## config.mk

```make
export PLATFORM = sky130hd
export DESIGN_NAME = swervolf_board_io
export DESIGN_NICKNAME = d
export VERILOG_FILES = /design/src/rtl/swervolf_io_pkg.sv /design/src/rtl/swervolf_debounce.sv /design/src/rtl/swervolf_board_io.sv
export SDC_FILE = /design/constraint.sdc
export NUM_CORES = 1
export LEC_CHECK = 0
export BUFFER_PORTS_ARGS = -buffer_cell sky130_fd_sc_hd__buf_2
export CAP_MARGIN = 20
export CORE_MARGIN = 2
export CORE_UTILIZATION = 52
export DETAILED_ROUTE_END_ITERATION = 12
export GPL_TIMING_DRIVEN = 0
export PLACE_DENSITY = 0.77
export SYNTH_ARGS = -nofsm -noshare
export SYNTH_HDL_FRONTEND = slang
export SYNTH_SLANG_ARGS = --single-unit
```

## constraint.sdc

```tcl
create_clock -name i_clk -period 1.55 [get_ports i_clk]
set_input_delay 0.2325 -clock i_clk [delete_from_list [all_inputs] [get_ports i_clk]]
set_output_delay 0.2325 -clock i_clk [all_outputs]
set_load 0.005 [all_outputs]
```

## src/rtl/swervolf_io_pkg.sv

```systemverilog
// Shared types and constants for the SweRVolf board I/O conditioner.
package swervolf_io_pkg;

  localparam int DB_CNT_W  = 8;
  // Wide enough to hold any legal source index and UART_CH itself (max 8).
  localparam int SEL_MAX_W = 4;

  typedef logic [SEL_MAX_W-1:0] sel_t;

  typedef enum logic {
    IDLE_WAIT = 1'b0,
    SWITCH    = 1'b1
  } sel_state_e;

  function automatic int sel_width(input int ch);
    return (ch <= 1) ? 1 : $clog2(ch);
  endfunction

endpackage

```

## src/rtl/swervolf_debounce.sv

```systemverilog
// One switch bit: 2-flop synchroniser, tick-driven persistence counter and level flip.
module swervolf_debounce
  import swervolf_io_pkg::*;
#(
  parameter int DB_COUNT = 8
) (
  input  logic i_clk,
  input  logic i_rst,
  input  logic i_sw,
  input  logic i_tick,
  output logic o_sw,
  output logic o_flip
);

  localparam logic [DB_CNT_W-1:0] LAST = DB_CNT_W'(DB_COUNT - 1);

  logic                r_s1;
  logic                r_s2;
  logic [DB_CNT_W-1:0] r_dc;

  always_ff @(posedge i_clk) begin
    if (i_rst) begin
      r_s1   <= 1'b0;
      r_s2   <= 1'b0;
      r_dc   <= '0;
      o_sw   <= 1'b0;
      o_flip <= 1'b0;
    end else begin
      r_s1   <= i_sw;
      r_s2   <= r_s1;
      o_flip <= 1'b0;
      // Any return to the accepted level restarts the persistence count.
      if (r_s2 == o_sw) begin
        r_dc <= '0;
      end else if (i_tick) begin
        if (r_dc == LAST) begin
          o_sw   <= ~o_sw;
          o_flip <= 1'b1;
          r_dc   <= '0;
        end else begin
          r_dc <= r_dc + 1'b1;
        end
      end
    end
  end

endmodule

```

## src/rtl/swervolf_board_io.sv

```systemverilog
// Board pin conditioner: debounced switches with edge interrupts, registered LEDs,
// and a glitch-free switch-selected UART TX mux that only changes source on an idle line.
module swervolf_board_io
  import swervolf_io_pkg::*;
#(
  parameter  int SW_WIDTH  = 16,
  parameter  int LED_WIDTH = 16,
  parameter  int DB_TICK   = 1000,
  parameter  int DB_COUNT  = 8,
  parameter  int UART_CH   = 2,
  parameter  int SEL_LSB   = 0,
  parameter  int UART_IDLE = 16,
  localparam int SELW      = sel_width(UART_CH)
) (
  input  logic                 i_clk,
  input  logic                 i_rst,
  input  logic [SW_WIDTH-1:0]  i_sw,
  output logic [SW_WIDTH-1:0]  o_sw,
  input  logic [SW_WIDTH-1:0]  i_irq_mask,
  input  logic [SW_WIDTH-1:0]  i_irq_clr,
  output logic [SW_WIDTH-1:0]  o_irq_pend,
  output logic                 o_irq,
  input  logic [LED_WIDTH-1:0] i_led,
  output logic [LED_WIDTH-1:0] o_led,
  input  logic [UART_CH-1:0]   i_tx,
  output logic                 o_uart_tx,
  output logic [SELW-1:0]      o_uart_sel
);

  localparam int                PRE_W    = $clog2(DB_TICK);
  localparam logic [PRE_W-1:0]  PRE_LAST = PRE_W'(DB_TICK - 1);
  localparam int                IDLE_W   = $clog2(UART_IDLE + 1);
  localparam logic [IDLE_W-1:0] IDLE_MAX = IDLE_W'(UART_IDLE);

  logic [PRE_W-1:0]     r_pre;
  logic                 r_tick;
  logic [SW_WIDTH-1:0]  w_flip;
  logic [LED_WIDTH-1:0] r_led;
  logic                 r_tx;

  always_ff @(posedge i_clk) begin
    if (i_rst) begin
      r_pre  <= '0;
      r_tick <= 1'b0;
    end else begin
      r_pre  <= (r_pre == PRE_LAST) ? '0 : r_pre + 1'b1;
      r_tick <= (r_pre == PRE_LAST);
    end
  end

  for (genvar g = 0; g < SW_WIDTH; g++) begin : g_db
    swervolf_debounce #(
      .DB_COUNT (DB_COUNT)
    ) u_db (
      .i_clk  (i_clk),
      .i_rst  (i_rst),
      .i_sw   (i_sw[g]),
      .i_tick (r_tick),
      .o_sw   (o_sw[g]),
      .o_flip (w_flip[g])
    );
  end

  // A flip landing in the same cycle as a clear keeps the bit pending.
  always_ff @(posedge i_clk) begin
    if (i_rst) begin
      o_irq_pend <= '0;
      o_irq      <= 1'b0;
      r_led      <= '0;
      o_led      <= '0;
    end else begin
      o_irq_pend <= (o_irq_pend & ~i_irq_clr) | w_flip;
      o_irq      <= |(o_irq_pend & i_irq_mask);
      r_led      <= i_led;
      o_led      <= r_led;
    end
  end

  assign o_uart_tx = r_tx;

  if (UART_CH == 1) begin : g_single
    assign o_uart_sel = '0;

    always_ff @(posedge i_clk) begin
      if (i_rst) r_tx <= 1'b1;
      else       r_tx <= i_tx[0];
    end
  end else begin : g_multi
    logic [SELW-1:0]   w_req;
    logic              w_req_ok;
    logic [SELW-1:0]   r_sel;
    logic [SELW-1:0]   r_next;
    logic [IDLE_W-1:0] r_idle;
    sel_state_e        r_state;

    assign w_req      = o_sw[SEL_LSB +: SELW];
    assign w_req_ok   = sel_t'(w_req) < sel_t'(UART_CH);
    assign o_uart_sel = r_sel;

    always_ff @(posedge i_clk) begin
      if (i_rst) begin
        r_state <= IDLE_WAIT;
        r_sel   <= '0;
        r_next  <= '0;
        r_idle  <= '0;
        r_tx    <= 1'b1;
      end else begin
        r_tx <= i_tx[r_sel];
        case (r_state)
          IDLE_WAIT: begin
            if (!i_tx[r_sel])            r_idle <= '0;
            else if (r_idle != IDLE_MAX) r_idle <= r_idle + 1'b1;
            if (w_req_ok && (w_req != r_sel) && (r_idle == IDLE_MAX)) begin
              r_next  <= w_req;
              r_state <= SWITCH;
            end
          end
          SWITCH: begin
            r_sel   <= r_next;
            r_idle  <= '0;
            r_state <= IDLE_WAIT;
          end
          default: r_state <= IDLE_WAIT;
        endcase
      end
    end
  end

endmodule

```

* Yosys cells after proc, flatten, opt, wreduce, memory -nomap -nowiden
Index checks and enable logic that the tools add are counted.
** Word-level totals
- Flip-flop bits (word level) :: 261
- Latch bits :: 0
- Bits in writable memories :: 0
- Bits in read-only memories :: 0
- Input port bits :: 68
- Output and inout port bits :: 51
- Logic and storage cells :: 276
- Memories kept :: 0
** Operators by class
- $add $sub $neg :: 18
- $mul :: 0
- Div/mod/pow operators :: 0
- Magnitude comparators :: 1
- Equality and inequality tests :: 37
- Shift operators :: 0
- Multiplexer cells :: 39
- Bitwise logic cells :: 38
- Reductions and logical operators :: 52
** Operator list (number)
- $add A8 B1 Y8 const B :: 16
- $eq A8 B3 Y1 const B :: 16
- $mux W8 :: 16
- $reduce_and A3 Y1 :: 16
- $reduce_or A3 Y1 :: 16
- $not A1 Y1 :: 34
- $reduce_or A2 Y1 :: 17
- $and A16 B16 Y16 :: 2
- $mux W1 :: 19
- $eq A1 B1 Y1 :: 16
- $not A16 Y16 :: 1
- $or A16 B16 Y16 :: 1
- $reduce_or A16 Y1 :: 1
- $add A10 B1 Y10 const B :: 1
- $eq A10 B10 Y1 const B :: 1
- $mux W5 :: 2
- $pmux W5 S2 :: 1
- $add A5 B1 Y5 const B :: 1
- $eq A5 B5 Y1 const B :: 1
- $ne A5 B5 Y1 const B :: 1
- $ne A3 B3 Y1 const B :: 1
- $lt A1 B2 Y1 const B :: 1
- $pmux W1 S2 :: 1
- $reduce_and A2 Y1 :: 1
- 2 further kinds :: 2

* Logic depth before layout (Yosys ltp)
- Word-level depth :: 4
- Mapped depth :: 7
- Mapped depth without buffers :: 6

* By module
A second synthesis with hierarchy kept.
** Unflattened totals
- Cells, all modules :: 1050
- Area, all modules :: 10463.8 µm²
** Modules (own cells, without submodules)
- swervolf_debounce :: instances 16, cells each 51, area each 508.0 µm², sequential area each 240.2 µm²
- swervolf_board_io :: instances 1, cells each 234, area each 2336.0 µm², sequential area each 1381.3 µm²

* Worst setup path before layout
OpenSTA, ideal clock, no wires.
- Path kind :: reg2reg
- Start point :: register g_db[12].u_db.r_dc[3]
- End point :: register g_db[12].u_db.r_dc[0]
- Library setup time :: 0.119 ns
- Arrival time :: 1.387 ns
- Required time :: 1.431 ns
- Slack :: 0.044 ns
- Stages on the path, launching flop included :: 5
- Path buffers :: 0
- Clock period less this slack :: 1.506 ns
- Cell sequence :: dfxtp_1 > or4_1 > or3_4 > nand2b_1 > nor2_1
** On the way
- Cells in the longest elaborated chain, start to end :: 2
** Ends and longest elaborated chain
- start: declaration :: line swervolf_debounce.sv:19 : logic [DB_CNT_W-1:0] r_dc;
- start signal: assignment :: line swervolf_debounce.sv:41 : r_dc <= r_dc + 1'b1;
- $eq A8 B3 Y1 :: line swervolf_debounce.sv:36 : if (r_dc == LAST) begin
- $mux W8 :: line swervolf_debounce.sv:36
Every way passes these cells.
A chain may end at the register's enable or synchronous reset.

* Worst setup path after layout
- Start point :: register g_db[2].u_db.r_dc[4]
- End point :: register g_db[2].u_db.o_sw
** On the way
- Cells in the longest elaborated chain, start to end :: 2
** Ends and longest elaborated chain
- start: declaration :: line swervolf_debounce.sv:19
- start signal: assignment :: line swervolf_debounce.sv:41
- $eq A8 B3 Y1 :: line swervolf_debounce.sv:36
- $reduce_and A3 Y1 (no line)
- end signal: assignment :: line swervolf_debounce.sv:37 : o_sw <= ~o_sw;
- end: declaration :: line swervolf_debounce.sv:11 : output logic o_sw,
Every way passes these cells.

==> out/qor.yml <==
min_from: "i_irq_clr[15]"
antenna_found_initial: 0
drv_cap: 0
max_freq_mhz: 617
yosysTopAreaCell: "dfxtp_1"
cts_buffer_depth: 3
end_kind: "flip-flop"
min_path_type: "in2reg"
wl_per_cell_microns: 14.5
worstPathRequired_ns: 1.93
place_area_sq_um: 11000
ys_seq_area_frac: 0.520
fin_ws_ns: -0.0710
initial_utilization: 0.533
netlist_top_cells_count: "261 x dfxtp_1, 227 x nor2_1, 72 x xnor2_1"
vias: 7545
clock_latency_ns: 0.52
grt_pass1_vias: 7441
slew_headroom: 0.398
placementRows: 50
leakage_nw: 5.07
grt_pass1_wl_mm: 35.7
hold_viol_final: 0
clk_pin_slew_ns: 0.06
netlist_top_cells_area: "dfxtp_1 52%, nor2_1 8.5%, xnor2_1 6.3%"
h-tree-depth: 1
gp_congestion: 0.833
syn_area_sq_um: 10000
path_max_fanout: 4
io_buffers: 118
ir_drop_mv: 0.963
drive_gt1_frac: 0.227
cts_tree: "built"
finalSetupViolCount: 22
finalCriticalPeriod_ns: 1.62
fin_crit_sh: 1.05
drc: 0
io_pins: 119
synth_edf_count: 0
synthArstFlopShare: 0
final-instance-count-excl-fill: 1532
placedCellCount: 1430
yosysMostFrequentCell: "dfxtp_1"
routed_wl_mm: 22.3
grt.overflow.total: 0
grt_setup_unrepaired: "yes"
rr_worst_depth: 4
die_area_sq_um: 20400
worstMarginPinSlew_ns: 0.904
min_to: "o_irq_pend[15]"
synth_ff_type: "dfxtp_1"
cts_buffers: 26
violations: "negative setup slack"
synth_cell_type_count: 32
r2r_slack_ns: -0.07
nets: 1338
critPathLaunchType: "flip-flop"
fin_area_sq_um: 12600
area_growth_syn_to_layout_pct: 25.8
dieWidth_microns: 143
clockRootBuffer: "clkbuf_16"
die_h_microns: 143
dp_hpwl_mm: 14.4
ys_warn_count: 0
core_sq_um: 18800
dp_slack_ns: -0.365
synth_cells: 1052
drt_first_pass_iters: 4
ys_ff_latch: 261
synth_top_area_frac: 0.520
grt_use_total: 0.217
cts_sinks: 261
power_density_nw_per_um2: 1050
grt_max_degree: 14
slew_viol_final: 0
worst_r2r_endpoint: "g_db[2].u_db.o_sw"
drtIter0Drc: 417
synth_nets: 1139
fin_setup_tns_ns: -0.605
cp_data_arrival_time_ns: 2.00
outcome: "finished with violations"
ant_nets: 0
fin_skew_ns: 0.0105
path_class: "reg2reg"
r2r-start: "g_db[2].u_db.r_dc[4]"
holdPathStages: 4
syn_avg_cell_area_sq_um: 9.54
avgViaCountPerCell: 4.92
worst max-delay path, cell delays in order (launching register included):
cell and delay (ns):
dfxtp_1 0.36, or4_4 0.52, or3_4 0.38, mux2i_1 0.17
nor2_1 0.05
cells by family (layout without fill, tap and decap cells):
kind of cell	after synthesis	count (layout)	synth area share
simple gates	491	491	0.245
flops	261	261	0.520
xor+xnor	140	140	0.122
buf+inv	78	297	0.0369
mux	35	35	0.0349
compound gates	28	28	0.0168
fa+ha+maj	19	19	0.0237
other cells	0	1	0
through the flow:
stage	hold WS, ns	util	total power, W
2_1_floorplan	0.361	-	0.00713
3_3_place_gp	0.415	0.582	0.00731
4_1_cts	0.00103	0.658	0.0134
6_report	0.0132	0.671	0.0133
3_5_place_dp	0.422	0.582	0.00731
5_1_grt	0.0182	0.671	0.0137
area by class of cell:
cell class | instances | area, sq um
antenna | 1 | 2.50
buffer | 40 | 272
clock buffer | 43 | 806
clock inverter | 5 | 25.0
fill | 1441 | 6200
inverter | 37 | 139
multi-input combinational | 713 | 4690
sequential | 261 | 5280
tap | 260 | 325
timing repair buffer | 172 | 1100
how the worst max path moves through the flow:
stage	startpoint	to
after global routing	g_db[3].u_db.r_dc[3]	g_db[3].u_db.o_sw
final	g_db[2].u_db.r_dc[4]	g_db[2].u_db.o_sw
after global placement	i_rst	g_db[5].u_db.r_s1
after detailed placement	i_rst	g_db[4].u_db.r_s2
after CTS	g_db[1].u_db.r_dc[7]	g_db[1].u_db.o_sw
after floorplan	g_db[12].u_db.r_dc[3]	g_db[12].u_db.r_dc[0]
placed cells by master, fill, tap and decap left out, types with 7 or more instances in the layout:
master         netlist  layout
xor2_1              68      68
xnor2_1             72      72
nand3_1             38      38
dfxtp_2              0      14
buf_4               18      38
mux2i_1             35      35
nand4_1             32      32
clkbuf_1            15      22
nand2b_1            31      17
clkbuf_8             0       7
nor2b_1             64      64
or4_4                0       7
buf_2                8     118
nor2_1             227     205
or4_1               16       9
dlygate4sd3_1        0      41
ha_1                19      19
clkbuf_16            0      27
or3_4               16      16
nand2b_4             0      17
a21oi_1             18      18
nand2_1             36      36
inv_1               37      37
nor2_2               0      21
dfxtp_4              0       9
dfxtp_1            261     238
nor3_1              20      15
state kept, by name, indices dropped and copies added, names as in the netlist, 5 cells and up:
| name | count |
|---|---|
| o_irq_pend | 16 |
| r_led | 16 |
| g_db.u_db.r_s1 | 16 |
| g_multi.r_idle | 5 |
| g_db.u_db.r_s2 | 16 |
| g_db.u_db.r_dc | 128 |
| o_led | 16 |
| g_db.u_db.o_sw | 16 |
| g_db.u_db.o_flip | 16 |
| r_pre | 10 |
report_power, final:
part,switching [W],internal [W]
sequential,0.0000312,0.00678
clock,0.00252,0.00353
combinational,0.000202,0.000232
total,0.00275,0.0105
metal layers:
layer | vias to the layer above | GRT usage | part of all wire
met5 | - | 0 | 0
met3 | 42 | 0.0342 | 0.044
met1 | 3527 | 0.269 | 0.44
met4 | 0 | 0.0750 | 0.024
li1 | 3809 | - | -
met2 | 167 | 0.384 | 0.50
timing repair:
action,4_1_cts,5_1_grt
hold buffers,41,0
pin swaps,4,41
endpoints found under the setup margin,154,117
cloned,0,0
hold endpoints to repair,40,0
setup buffers,4,9
resized for setup,57,58
Note: power is estimated with default switching activity, not from simulation.
